<file path="config.mk">
export PLATFORM = sky130hd
export DESIGN_NAME = exu_operand_stage_flat
export DESIGN_NICKNAME = d
export VERILOG_FILES = /design/src/rtl/exu_operand_if.sv /design/src/rtl/exu_operand_stage.sv /design/src/flat_wrapper.sv
export SDC_FILE = /design/constraint.sdc
export NUM_CORES = 1
export LEC_CHECK = 0
export BUFFER_PORTS_ARGS = -buffer_cell sky130_fd_sc_hd__buf_2
export CAP_MARGIN = 20
export CORE_MARGIN = 5
export CORE_UTILIZATION = 45
export DETAILED_ROUTE_END_ITERATION = 10
export GPL_ROUTABILITY_DRIVEN = 0
export PLACE_DENSITY = 0.74
export SYNTH_ARGS = -nofsm -noshare
export SYNTH_HDL_FRONTEND = slang
export SYNTH_SLANG_ARGS = --single-unit
</file>
<file path="constraint.sdc">
create_clock -name clk -period 5.73 [get_ports clk]
set_clock_uncertainty 0.2 [all_clocks]
set_input_delay 1.4325 -clock clk [delete_from_list [all_inputs] [get_ports clk]]
set_output_delay 1.4325 -clock clk [all_outputs]
set_load 0.05 [all_outputs]
</file>
<file path="src/rtl/exu_operand_if.sv">
// exu_operand_if: decode-side input bundle, ALU-side output bundle, flush and
// writeback bus of the decode-to-execute operand stage.
//   slave  : view used by exu_operand_stage
//   master : view used by the surrounding pipeline (or a testbench)
interface exu_operand_if;
    // upstream (decode) side
    logic        in_valid;
    logic        in_ready;
    logic [31:0] in_pc;
    logic [31:0] in_rs1_data;
    logic [31:0] in_rs2_data;
    logic [31:0] in_imm;
    logic [4:0]  in_rs1;
    logic [4:0]  in_rs2;
    logic [4:0]  in_rd;
    logic        in_rd_wen;
    logic [1:0]  in_asel;
    logic [1:0]  in_bsel;
    logic [3:0]  in_alu_ctr;
    logic        flush;
    // downstream (ALU) side
    logic        out_valid;
    logic        out_ready;
    logic [31:0] out_a;
    logic [31:0] out_b;
    logic [3:0]  out_ctr;
    logic [31:0] out_pc;
    logic [31:0] out_store_data;
    logic [4:0]  out_rd;
    logic        out_rd_wen;
    // writeback bus
    logic        wb_valid;
    logic [4:0]  wb_rd;
    logic [31:0] wb_data;

    modport slave (
        input  in_valid, in_pc, in_rs1_data, in_rs2_data, in_imm,
        input  in_rs1, in_rs2, in_rd, in_rd_wen, in_asel, in_bsel, in_alu_ctr,
        input  flush, out_ready, wb_valid, wb_rd, wb_data,
        output in_ready, out_valid, out_a, out_b, out_ctr, out_pc,
        output out_store_data, out_rd, out_rd_wen
    );

    modport master (
        output in_valid, in_pc, in_rs1_data, in_rs2_data, in_imm,
        output in_rs1, in_rs2, in_rd, in_rd_wen, in_asel, in_bsel, in_alu_ctr,
        output flush, out_ready, wb_valid, wb_rd, wb_data,
        input  in_ready, out_valid, out_a, out_b, out_ctr, out_pc,
        input  out_store_data, out_rd, out_rd_wen
    );
endinterface

</file>
<file path="src/rtl/exu_operand_stage.sv">
// exu_operand_stage: decode-to-execute register boundary of the NPC core.
// Selects ALU operands A/B from the decoded fields, then holds them in a
// two-entry skid buffer (main drives the outputs, skid absorbs one entry of
// backpressure). in_ready depends only on registered state and rst.
// Optional feature macro EXU_FWD_EN: forward the writeback bus onto the rs1/rs2
// data at capture time; when undefined the wb_* signals are ignored.
module exu_operand_stage (
    input  logic          clk,
    input  logic          rst,
    exu_operand_if.slave  ops_if
);

    typedef struct packed {
        logic [31:0] a;
        logic [31:0] b;
        logic [3:0]  ctr;
        logic [31:0] pc;
        logic [31:0] store_data;
        logic [4:0]  rd;
        logic        rd_wen;
    } entry_t;

    entry_t      main_q, main_d;
    entry_t      skid_q, skid_d;
    logic        main_valid_q, main_valid_d;
    logic        skid_valid_q, skid_valid_d;
    entry_t      in_entry;
    logic [31:0] rs1_val;
    logic [31:0] rs2_val;
    logic        in_ready_s;
    logic        in_fire;
    logic        out_fire;

    // Register-file data for one source, optionally replaced by the writeback
    // result when the writeback targets the same non-zero register.
    function automatic logic [31:0] src_operand(
        input logic [4:0]  idx,
        input logic [31:0] rf_data,
        input logic        wb_valid,
        input logic [4:0]  wb_rd,
        input logic [31:0] wb_data
    );
`ifdef EXU_FWD_EN
        if (wb_valid && (wb_rd != 5'd0) && (wb_rd == idx)) begin
            return wb_data;
        end else begin
            return rf_data;
        end
`else
        logic unused_s;
        unused_s = wb_valid ^ (^wb_rd) ^ (^wb_data) ^ (^idx);
        return rf_data;
`endif
    endfunction

    assign in_ready_s = !skid_valid_q && !rst;
    assign in_fire    = ops_if.in_valid && in_ready_s && !ops_if.flush;
    assign out_fire   = main_valid_q && ops_if.out_ready;

    assign rs1_val = src_operand(ops_if.in_rs1, ops_if.in_rs1_data,
                                 ops_if.wb_valid, ops_if.wb_rd, ops_if.wb_data);
    assign rs2_val = src_operand(ops_if.in_rs2, ops_if.in_rs2_data,
                                 ops_if.wb_valid, ops_if.wb_rd, ops_if.wb_data);

    // Operand selection for the incoming entry; reserved selects give zero.
    always_comb begin
        in_entry            = '0;
        in_entry.ctr        = ops_if.in_alu_ctr;
        in_entry.pc         = ops_if.in_pc;
        in_entry.store_data = rs2_val;
        in_entry.rd         = ops_if.in_rd;
        in_entry.rd_wen     = ops_if.in_rd_wen;
        case (ops_if.in_asel)
            2'b00:   in_entry.a = rs1_val;
            2'b01:   in_entry.a = ops_if.in_pc;
            default: in_entry.a = 32'd0;
        endcase
        case (ops_if.in_bsel)
            2'b00:   in_entry.b = rs2_val;
            2'b01:   in_entry.b = ops_if.in_imm;
            2'b10:   in_entry.b = 32'd4;
            default: in_entry.b = 32'd0;
        endcase
    end

    // Skid-buffer next state: main refills from skid first, then from input.
    always_comb begin
        main_d       = main_q;
        skid_d       = skid_q;
        main_valid_d = main_valid_q;
        skid_valid_d = skid_valid_q;
        if (ops_if.flush) begin
            main_valid_d = 1'b0;
            skid_valid_d = 1'b0;
        end else if (!main_valid_q || out_fire) begin
            if (skid_valid_q) begin
                // in_ready is low while skid is valid, so no input competes here
                main_d       = skid_q;
                main_valid_d = 1'b1;
                skid_valid_d = 1'b0;
            end else if (in_fire) begin
                main_d       = in_entry;
                main_valid_d = 1'b1;
            end else begin
                main_valid_d = 1'b0;
            end
        end else if (in_fire) begin
            skid_d       = in_entry;
            skid_valid_d = 1'b1;
        end else begin
            skid_valid_d = skid_valid_q;
        end
    end

    // State registers with synchronous reset clearing valids and data.
    always_ff @(posedge clk) begin
        if (rst) begin
            main_q       <= '0;
            skid_q       <= '0;
            main_valid_q <= 1'b0;
            skid_valid_q <= 1'b0;
        end else begin
            main_q       <= main_d;
            skid_q       <= skid_d;
            main_valid_q <= main_valid_d;
            skid_valid_q <= skid_valid_d;
        end
    end

    assign ops_if.in_ready       = in_ready_s;
    assign ops_if.out_valid      = main_valid_q;
    assign ops_if.out_a          = main_q.a;
    assign ops_if.out_b          = main_q.b;
    assign ops_if.out_ctr        = main_q.ctr;
    assign ops_if.out_pc         = main_q.pc;
    assign ops_if.out_store_data = main_q.store_data;
    assign ops_if.out_rd         = main_q.rd;
    assign ops_if.out_rd_wen     = main_q.rd_wen;

endmodule

</file>
<file path="src/flat_wrapper.sv">
// flat-port wrapper written by rule: the top's interface ports become plain ports
module exu_operand_stage_flat 
  (clk, rst, ops_if_in_valid, ops_if_in_pc, ops_if_in_rs1_data, ops_if_in_rs2_data, ops_if_in_imm, ops_if_in_rs1, ops_if_in_rs2, ops_if_in_rd, ops_if_in_rd_wen, ops_if_in_asel, ops_if_in_bsel, ops_if_in_alu_ctr, ops_if_flush, ops_if_out_ready, ops_if_wb_valid, ops_if_wb_rd, ops_if_wb_data, ops_if_in_ready, ops_if_out_valid, ops_if_out_a, ops_if_out_b, ops_if_out_ctr, ops_if_out_pc, ops_if_out_store_data, ops_if_out_rd, ops_if_out_rd_wen);
  exu_operand_if ops_if_i ();
  input  logic clk;
  input  logic rst;
  input wire logic [$bits(ops_if_i.in_valid)-1:0] ops_if_in_valid;
  input wire logic [$bits(ops_if_i.in_pc)-1:0] ops_if_in_pc;
  input wire logic [$bits(ops_if_i.in_rs1_data)-1:0] ops_if_in_rs1_data;
  input wire logic [$bits(ops_if_i.in_rs2_data)-1:0] ops_if_in_rs2_data;
  input wire logic [$bits(ops_if_i.in_imm)-1:0] ops_if_in_imm;
  input wire logic [$bits(ops_if_i.in_rs1)-1:0] ops_if_in_rs1;
  input wire logic [$bits(ops_if_i.in_rs2)-1:0] ops_if_in_rs2;
  input wire logic [$bits(ops_if_i.in_rd)-1:0] ops_if_in_rd;
  input wire logic [$bits(ops_if_i.in_rd_wen)-1:0] ops_if_in_rd_wen;
  input wire logic [$bits(ops_if_i.in_asel)-1:0] ops_if_in_asel;
  input wire logic [$bits(ops_if_i.in_bsel)-1:0] ops_if_in_bsel;
  input wire logic [$bits(ops_if_i.in_alu_ctr)-1:0] ops_if_in_alu_ctr;
  input wire logic [$bits(ops_if_i.flush)-1:0] ops_if_flush;
  input wire logic [$bits(ops_if_i.out_ready)-1:0] ops_if_out_ready;
  input wire logic [$bits(ops_if_i.wb_valid)-1:0] ops_if_wb_valid;
  input wire logic [$bits(ops_if_i.wb_rd)-1:0] ops_if_wb_rd;
  input wire logic [$bits(ops_if_i.wb_data)-1:0] ops_if_wb_data;
  output wire logic [$bits(ops_if_i.in_ready)-1:0] ops_if_in_ready;
  output wire logic [$bits(ops_if_i.out_valid)-1:0] ops_if_out_valid;
  output wire logic [$bits(ops_if_i.out_a)-1:0] ops_if_out_a;
  output wire logic [$bits(ops_if_i.out_b)-1:0] ops_if_out_b;
  output wire logic [$bits(ops_if_i.out_ctr)-1:0] ops_if_out_ctr;
  output wire logic [$bits(ops_if_i.out_pc)-1:0] ops_if_out_pc;
  output wire logic [$bits(ops_if_i.out_store_data)-1:0] ops_if_out_store_data;
  output wire logic [$bits(ops_if_i.out_rd)-1:0] ops_if_out_rd;
  output wire logic [$bits(ops_if_i.out_rd_wen)-1:0] ops_if_out_rd_wen;
  assign ops_if_i.in_valid = ops_if_in_valid;
  assign ops_if_i.in_pc = ops_if_in_pc;
  assign ops_if_i.in_rs1_data = ops_if_in_rs1_data;
  assign ops_if_i.in_rs2_data = ops_if_in_rs2_data;
  assign ops_if_i.in_imm = ops_if_in_imm;
  assign ops_if_i.in_rs1 = ops_if_in_rs1;
  assign ops_if_i.in_rs2 = ops_if_in_rs2;
  assign ops_if_i.in_rd = ops_if_in_rd;
  assign ops_if_i.in_rd_wen = ops_if_in_rd_wen;
  assign ops_if_i.in_asel = ops_if_in_asel;
  assign ops_if_i.in_bsel = ops_if_in_bsel;
  assign ops_if_i.in_alu_ctr = ops_if_in_alu_ctr;
  assign ops_if_i.flush = ops_if_flush;
  assign ops_if_i.out_ready = ops_if_out_ready;
  assign ops_if_i.wb_valid = ops_if_wb_valid;
  assign ops_if_i.wb_rd = ops_if_wb_rd;
  assign ops_if_i.wb_data = ops_if_wb_data;
  assign ops_if_in_ready = ops_if_i.in_ready;
  assign ops_if_out_valid = ops_if_i.out_valid;
  assign ops_if_out_a = ops_if_i.out_a;
  assign ops_if_out_b = ops_if_i.out_b;
  assign ops_if_out_ctr = ops_if_i.out_ctr;
  assign ops_if_out_pc = ops_if_i.out_pc;
  assign ops_if_out_store_data = ops_if_i.out_store_data;
  assign ops_if_out_rd = ops_if_i.out_rd;
  assign ops_if_out_rd_wen = ops_if_i.out_rd_wen;
  exu_operand_stage u_core (.clk(clk), .rst(rst), .ops_if(ops_if_i));
endmodule
</file>
==> results of run 1 <==
cells in the mapped netlist (3+ instances only):
library cell	number
buf_1	14
a21oi_1	202
a211oi_1	139
nor2_1	203
nand2b_1	3
buf_2	19
nand2_1	213
clkbuf_1	91
buf_6	5
mux2i_1	138
dfxtp_1	278
or3_1	63
cell usage in the layout, fill, tap and decap left out, drive strengths merged, types with 2 or more instances in the layout:
master  count
buf       296
dfxtp     278
nand2     213
nor2      203
a21oi     202
a211oi    139
mux2i     138
or3        63
clkbuf     39
clkinv      9
bufinv      5
nand2b      4
inv         3
diode       2
or2         2
nor4        2
kinds of logic after synthesis:
| family | share of synthesized area |
|---|---|
| multiplexers | 0.119 |
| buffers and inverters | 0.0477 |
| AO/OA/AOI/OAI | 0.178 |
| flip-flops | 0.480 |
| AND/OR/NAND/NOR | 0.175 |
sequential cells by signal, indices dropped and copies added, names as in the netlist:
name / flops
u_core.skid_q: 138
u_core.ops_if.out_rd_wen: 1
u_core.ops_if.out_rd: 5
u_core.ops_if.out_pc: 32
u_core.ops_if.out_a: 32
u_core.ops_if.out_b: 32
u_core.ops_if.out_store_data: 32
u_core.ops_if.out_valid: 1
u_core.ops_if.out_ctr: 4
u_core.skid_valid_q: 1
per-layer routing:
metal / up-vias / wire, um
met5: - / 28
met3: 59 / 2460
met4: 6 / 702
met2: 268 / 14900
met1: 4800 / 13300
li1: 5191 / -
final cells by class:
| class | count | area [um2] |
|---|---|---|
| fill | 2355 | 11200 |
| sequential | 278 | 5570 |
| multi-input combinational | 969 | 5500 |
| timing repair buffer | 297 | 1540 |
| clock buffer | 38 | 800 |
| tap | 330 | 413 |
| clock inverter | 15 | 204 |
| inverter | 2 | 7.51 |
| antenna | 2 | 5.00 |
critical path: stages:
cell      delay (ps)
clkbuf_8         490
nor2_1            70
buf_2            240
path summary, 6_finish.rpt:
kind	startpoint	to	slack [ps]	cells past startpoint
worst max-delay path	rst	ops_if_in_ready	1770	3
worst min-delay path	u_core.skid_q[119]$_SDFFE_PP0P_	u_core.skid_q[119]$_SDFFE_PP0P_	250	2
worst max register to register	u_core.skid_valid_q$_SDFFE_PP0P_	u_core.ops_if.out_b[0]$_SDFFE_PP0P_	2050	6
worst min register to register	u_core.skid_q[119]$_SDFFE_PP0P_	u_core.skid_q[119]$_SDFFE_PP0P_	250	2
power breakdown:
group | internal, mW | leakage [nW] | switching, mW
Combinational | 0.164 | 2.64 | 0.410
Clock | 1.20 | 0.502 | 0.765
Sequential | 1.99 | 2.26 | 0.0288
metrics by stage:
step | instances | util | power [mW] | setup WS (ps)
5_1_grt | 1930 | 0.555 | 4.75 | 1720
3_3_place_gp | 1876 | 0.516 | 2.63 | 1620
3_5_place_dp | 1876 | 0.516 | 2.64 | 1570
6_report | 1931 | 0.556 | 4.56 | 1770
4_1_cts | 1929 | 0.555 | 4.61 | 1780
2_1_floorplan | 1378 | - | 2.46 | 1430
==> summary.txt, run 1 <==
Worst setup path
  – Critical Setup Path Class: in -> out
  – Worst setup EP type: primary output
  – WP data required: 4100 ps
  – CP max FO: 98
  – Critical Path Start Type: input port
  – Arr. time, crit path: 2330 ps

Clock tree
  – CTS sink count: 278
  – Clock transition at the registers of the reported paths: 60 ps
  – CTS H-tree lvls: 1
  – CTS tree: yes
  – Maximum clock path buffer count: 3
  – CTS buffer count: 29
  – Post-CTS Hold Fix Bufs: 0
  – Post-CTS Setup Inserts: 0
  – CTS Root Buffer Type: clkbuf_16
  – Post-CTS Resized: 0
  – Clock latency on the worst-skew pair: 540 ps

Global route
  – Number of global-route vias before repair: 10000
  – Initial antenna violation count: 4
  – First-pass GRT wire length: 50700 um
  – GR Layer Usage met3: 0.0524
  – Total Routing Usage GR: 0.207
  – Total gr overflow: 0
  – Met1 usage: 0.262
  – GR peak layer: met2
  – Largest net degree at the start of global routing: 175
  – Met2 global-route usage: 0.354

Detailed routing
  – Drt first pass iters: 5
  – Via count: 10300
  – Routed Antenna Nets: 0
  – Drt wl/cell: 16.2 um
  – Final WL: 31300 um
  – DRC: 0
  – Drt first-iter violations: 676
  – DR vias/cell: 5.35

Placement
  – Post-DP Area: 13000 um2
  – HPWL Detailed: 19900 um
  – Port-buffer cells: 286

Logic synthesis
  – Cells after Synth: 1378
  – Top_reg_cell synth: dfxtp_1
  – Post-synth ARST share: 0
  – Synth cell types: 19
  – Cell taking the most area after synthesis: dfxtp_1
  – Post-Syn Area per Cell: 8.42 um2
  – YS warnings: 0
  – Post-synth EDFFs: 0
  – Synth Register Bits: 278
  – Synthesized area: 11600 um2
  – Synth top area share: 0.480
  – Cells taking the most area after synthesis: dfxtp_1 (48%), mux2i_1 (12%), a211oi_1 (9.0%)
  – Sequential fraction of the synthesis area: 0.480
  – Syn_nets: 1573

Power
  – PD cells: 325 nW/um2
  – Leakage: 5.40 nW
  – Peak VDD IR: 0.193 mV

STA
  – Final setup vio count: 0
  – RSZ-0062 raised after global routing: false
  – Relative slew slack: 0.302
  – Fin crit period: 3960 ps
  – Setup TNS: 0 ps
  – Max Fclk: 252 MHz
  – Pins Over Slew Limit: 0
  – Hold Fails Final Rpt: 0
  – Final period util: 0.691
  – Hold Slack: 250 ps
  – Actual slew at the worst max-slew pin: 1050 ps

Layout
  – Post-route cell area: 14000 um2
  – Final net count: 1772
  – Area Overhead vs Synth: 21.0%
  – Layout cells sized above 1: 0.220

Floorplan
  – Top Ports: 335
  – Die Ht: 171 um
  – Die W: 171 um
  – Core Region: 25300 um2
  – Die ar.: 29100 um2
  – Starting Density: 0.459
  – Row Count: 58

Status
  – Outcome: completed

Flow run
  – # Max-Cap Violations: 0

Min path
  – Min-delay worst type: reg -> reg
No activity file was read; power rests on OpenSTA's default activity.
==> run 2: changes to the inputs <==
Settings changed: PLACE_DENSITY 0.74 to 0.77.
Clock period 5.73 ns to 3.48 ns, I/O delays scaled along.
==> summary.txt, run 2 (same netlist as run 1, synthesis figures left out) <==
Layout
  – Number of fill cells in the layout: 2268 (-3.7%)
  – Max reg flops: 138 (unchanged)
  – Most frequent cells in the layout: buf_2 (285), dfxtp_1 (277), nand2_1 (213)
  – Layout cells sized above 1: 0.217 (-0.00340)
  – FF/Latch Area: 5570 um2 (unchanged)
  – Area Overhead vs Synth: 21.3%
  – Commonest non-fill, non-tap cell in the layout: buf_2
  – Area taken by multi-input logic gates: 5500 um2 (unchanged)
  – Largest Register: u_core.skid_q
  – # diodes: 0 (-2)
  – Final net count: 1777 (+0.28%)

STA
  – RSZ-0062 raised after global routing: false
  – Pins Over Slew Limit: 0 (unchanged)
  – Setup TNS: 0 ps (unchanged)
  – Final period util: 0.749
  – Hold Fails Final Rpt: 0 (unchanged)
  – Actual slew at the worst max-slew pin: 1020 ps (-29.9 ps)
  – Final setup vio count: 0 (unchanged)
  – Relative slew slack: 0.322 (+0.0199)
  – Fin crit period: 2610 ps
  – Max Fclk: 384 MHz

Worst setup path
  – Worst flop-to-flop path startpoint: u_core.skid_valid_q$_SDFFE_PP0P_
  – Critical path origin: u_core.skid_valid_q$_SDFFE_PP0P_
  – Reg2reg end: u_core.ops_if.out_pc[6]$_SDFFE_PP0P_
  – CP max FO: 36 (-63%)
  – Arr. time, crit path: 1540 ps (-790 ps)
  – Worst setup EP type: primary output
  – Worst Setup EP: ops_if_in_ready
  – Reg2reg path depth: 5 (-1)
  – R2r setup slk: 890 ps (-1160 ps)
  – Critical Setup Path Class: reg -> out
  – WP data required: 2410 ps (-1690 ps)
  – Critical Path Start Type: flop

Floorplan
  – Starting Density: 0.459 (unchanged)
  – Core Region: 25300 um2 (unchanged)
  – Top Ports: 335 (unchanged)
  – Die ar.: 29100 um2 (unchanged)
  – Die Ht: 171 um (unchanged)
  – Row Count: 58 (unchanged)
  – Die W: 171 um (unchanged)

Placement
  – HPWL Detailed: 19900 um (-0.30%)
  – Port-buffer cells: 286 (unchanged)

Global route
  – Number of global-route vias before repair: 9930 (-1.1%)
  – First-pass GRT wire length: 50100 um (-1.1%)
  – Initial antenna violation count: 1 (-3)
  – Total Routing Usage GR: 0.204 (-0.00319)
  – Total gr overflow: 0 (unchanged)
  – Largest net degree at the start of global routing: 202 (+15%)

Clock tree
  – Clock latency on the worst-skew pair: 530 ps (about the same)
  – Clock transition at the registers of the reported paths: 60 ps (about the same)
  – CTS buffer count: 29 (unchanged)
  – Post-CTS Hold Fix Bufs: 0 (unchanged)
  – Maximum clock path buffer count: 3 (unchanged)
  – Post-CTS Setup Inserts: 0 (unchanged)
  – CTS tree: yes
  – CTS Root Buffer Type: clkbuf_16
  – CTS H-tree lvls: 1 (unchanged)
  – Post-CTS Resized: 0 (unchanged)
  – CTS sink count: 278 (unchanged)

Detailed routing
  – Drt first pass iters: 5 (unchanged)
  – Via count: 10400 (+0.73%)
  – Final WL: 31300 um (about the same)
  – Drt wl/cell: 16.2 um (about the same)
  – DR vias/cell: 5.39 (+0.73%)
  – DRC: 0 (unchanged)
  – Routed Antenna Nets: 0 (unchanged)
  – Drt first-iter violations: 722 (+6.8%)

Flow run
  – # Max-Cap Violations: 0 (unchanged)

Min path
  – Hold depth: 2 (unchanged)
  – HP Start: u_core.skid_q[74]$_SDFFE_PP0P_
  – Min-delay worst type: reg -> reg

Power
  – Final Power: 7.29 mW (+60%)
  – Peak VDD IR: 0.330 mV (+71%)
  – Leakage: 5.40 nW (about the same)
  – PD cells: 518 nW/um2 (+59%)

Status
  – Outcome: completed
[run 2: cell types whose count changed in the layout (fill, tap and decap cells not counted), sizes merged]
cell,change
diode,-2
buf,+5
clkbuf,+11
inv,-1
bufinv,-4
clkinv,-9
[run 2: how the worst min path moves through the flow]
| stage | to |
|---|---|
| 5_1_grt | u_core.skid_q[126]$_SDFFE_PP0P_ |
| 4_1_cts | u_core.skid_q[136]$_SDFFE_PP0P_ |
| 6_report | u_core.skid_q[74]$_SDFFE_PP0P_ |
| 3_5_place_dp | u_core.skid_q[136]$_SDFFE_PP0P_ |
| 2_1_floorplan | u_core.skid_q[118]$_SDFFE_PP0P_ |
| 3_3_place_gp | u_core.skid_q[135]$_SDFFE_PP0P_ |
[run 2: layer usage]
metal  track usage  up-vias  share of wire
li1              -     5187              -
met1         0.266     4876           0.43
met2         0.335      281           0.46
met3        0.0504       53          0.077
met4        0.0618        2          0.025
met5             0        -        0.00041
[run 2: stage by stage]
| stage | utilization | std cells | hold slack [ps] | worst slack (ps) | cell area (um2) |
|---|---|---|---|---|---|
| floorplan | - | 1378 | 232 | 306 | 11600 |
| global placement | 0.521 | 1881 | 237 | 574 | 13100 |
| detailed placement | 0.521 | 1881 | 245 | 536 | 13100 |
| CTS | 0.557 | 1931 | 252 | 817 | 14100 |
| global route | 0.557 | 1931 | 260 | 780 | 14100 |
| finish | 0.557 | 1931 | 251 | 873 | 14100 |
[run 2: worst max-delay path, cell delays in order, from the launching register on]
cell and delay (ps):
dfxtp_4 650, nor2_1 100, buf_2 250
[run 2: layout make-up]
class,count,area share
flip-flops and latches,278,0.396
multi-input cells,969,0.391
repair buffers,302,0.118
clock buffers,49,0.0634
well taps,330,0.0293
clock inverters,1,0.00213
inverters,2,0.000534
[run 2: report_power, final]
group	switching, mW	leakage [nW]	internal [mW]	total [mW]
combinational	0.679	2.70	0.279	0.958
sequential	0.0491	2.26	3.28	3.33
clock	1.21	0.448	1.79	3.00
==> run 3: changes to the inputs <==
Settings changed: PLACE_DENSITY 0.77 to 0.74.
Clock period 3.48 ns to 2.7 ns, I/O delays scaled along.
==> summary.txt, run 3 (same netlist as run 1, synthesis figures left out) <==
Worst setup path
  – Reg2reg end: u_core.skid_q[116]$_SDFFE_PP0P_
  – Critical Path Start Type: flop
  – Arr. time, crit path: 1320 ps (-220 ps)
  – Worst setup EP type: primary output
  – WP data required: 1820 ps (-590 ps)
  – Worst Setup EP: ops_if_in_ready
  – Critical path origin: u_core.skid_valid_q$_SDFFE_PP0P_
  – R2r setup slk: 530 ps (-360 ps)
  – Critical Setup Path Class: reg -> out
  – Worst flop-to-flop path startpoint: u_core.ops_if.out_valid$_SDFFE_PP0P_
  – Reg2reg path depth: 5 (unchanged)
  – CP max FO: 8 (-78%)

Detailed routing
  – DRC: 0 (unchanged)
  – DR vias/cell: 5.39 (about the same)
  – Routed Antenna Nets: 0 (unchanged)
  – Drt first-iter violations: 600 (-17%)
  – Uppermost routed layer: met4
  – Met2 wire length: 14800 um (+1.9%)
  – Drt first pass iters: 5 (unchanged)
  – Drt wl/cell: 16.2 um (-0.44%)
  – Final WL: 31400 um (+0.28%)
  – M1 WL: 13300 um (-2.5%)
  – Routed wl met3: 2350 um (-2.2%)
  – Via count: 10500 (+0.78%)

Global route
  – Largest net degree at the start of global routing: 113 (-44%)
  – Total gr overflow: 0 (unchanged)
  – First-pass GRT wire length: 50200 um (+0.19%)
  – Total Routing Usage GR: 0.205 (+0.00162)
  – Initial antenna violation count: 4 (+3)
  – Number of global-route vias before repair: 9990 (+0.60%)

Clock tree
  – CTS Root Buffer Type: clkbuf_16
  – CTS sink count: 278 (unchanged)
  – Post-CTS Resized: 0 (unchanged)
  – Clock transition at the registers of the reported paths: 60 ps (about the same)
  – CTS buffer count: 30 (+3.4%)
  – Clock latency on the worst-skew pair: 540 ps (about the same)
  – Maximum clock path buffer count: 3 (unchanged)
  – Post-CTS Hold Fix Bufs: 0 (unchanged)
  – CTS tree: yes
  – Post-CTS Setup Inserts: 0 (unchanged)
  – CTS H-tree lvls: 1 (unchanged)

Layout
  – Layout cells sized above 1: 0.227 (+0.00983)
  – Commonest non-fill, non-tap cell in the layout: buf_2
  – Area Overhead vs Synth: 22.7%
  – Final Util: 0.564 (+0.00649)
  – Most frequent cells in the layout: buf_2 (285), dfxtp_1 (277), nand2_1 (213)
  – Final net count: 1782 (+0.28%)
  – Max reg flops: 138 (unchanged)
  – Largest Register: u_core.skid_q

STA
  – Final period util: 0.811
  – Hold Fails Final Rpt: 0 (unchanged)
  – Relative slew slack: 0.304 (-0.0183)
  – RSZ-0062 raised after global routing: false
  – Pins Over Slew Limit: 0 (unchanged)
  – Fin crit period: 2190 ps
  – Final setup vio count: 0 (unchanged)
  – Setup TNS: 0 ps (unchanged)
  – Actual slew at the worst max-slew pin: 1040 ps (+27.4 ps)
  – Max Fclk: 456 MHz

Floorplan
  – Die Ht: 171 um (unchanged)
  – Die W: 171 um (unchanged)
  – Die ar.: 29100 um2 (unchanged)
  – Row Count: 58 (unchanged)
  – Core Region: 25300 um2 (unchanged)
  – Top Ports: 335 (unchanged)
  – Starting Density: 0.459 (unchanged)

Min path
  – Min-delay worst type: in -> reg
  – HP Start: rst

Power
  – Leakage: 5.49 nW (+1.6%)
  – PD cells: 679 nW/um2 (+31%)
  – Peak VDD IR: 0.474 mV (+44%)

Flow run
  – # Max-Cap Violations: 0 (unchanged)

Status
  – Outcome: completed

Placement
  – Port-buffer cells: 286 (unchanged)
  – HPWL Detailed: 20100 um (+1.2%)
-- run 3: cell types whose count changed in the layout (fill, tap and decap cells not counted), moves of 2 or more --
cell and change:
buf_12 +2, buf_4 +2, clkbuf_1 -7, clkinv_2 +7, clkinvlp_4 +2, diode_2 +4
-- run 3: worst min-delay path by stage --
stage	to	slack, ps	depth (start not counted)
6_report	u_core.ops_if.out_valid$_SDFFE_PP0P_	170	2
4_1_cts	u_core.ops_if.out_valid$_SDFFE_PP0P_	140	2
3_3_place_gp	u_core.skid_q[135]$_SDFFE_PP0P_	240	2
2_1_floorplan	u_core.skid_q[118]$_SDFFE_PP0P_	230	2
5_1_grt	u_core.ops_if.out_valid$_SDFFE_PP0P_	150	2
3_5_place_dp	u_core.skid_q[90]$_SDFFE_PP0P_	240	2
-- run 3: layout make-up --
| class | instances | area (um2) |
|---|---|---|
| Inverter | 2 | 7.51 |
| Antenna cell | 4 | 10.0 |
| Clock buffer | 43 | 891 |
| Tap cell | 330 | 413 |
| Fill cell | 2262 | 11000 |
| Multi-Input combinational cell | 969 | 5500 |
| Timing Repair Buffer | 306 | 1720 |
| Clock inverter | 13 | 128 |
| Sequential cell | 278 | 5570 |
-- run 3: per-stage QoR --
stage,cells,setup WS [ps],instance area [um2],power (mW),hold WS [ps]
floorplan,1378,137,11600,5.22,232
global placement,1885,123,13200,5.60,238
detailed placement,1885,88.5,13200,5.61,243
CTS,1941,467,14200,9.78,140
global route,1944,403,14200,10.1,150
finish,1945,509,14200,9.67,168
-- run 3: report_power, final --
group | total, mW | leakage (nW) | switching (mW) | internal [mW]
Clock | 4.15 | 0.505 | 1.66 | 2.48
Combinational | 1.24 | 2.73 | 0.876 | 0.361
Sequential | 4.29 | 2.26 | 0.0626 | 4.22
-- run 3: worst max-delay path: stages (launching register included) --
cell	delay (ps)
dfxtp_4	380
nor2_2	100
buf_2	300
-- run 3: metal layers --
metal	track usage	vias to the layer above
met5	0	-
met4	0.0681	0
met3	0.0513	66
met2	0.341	286
met1	0.262	4912
li1	-	5216
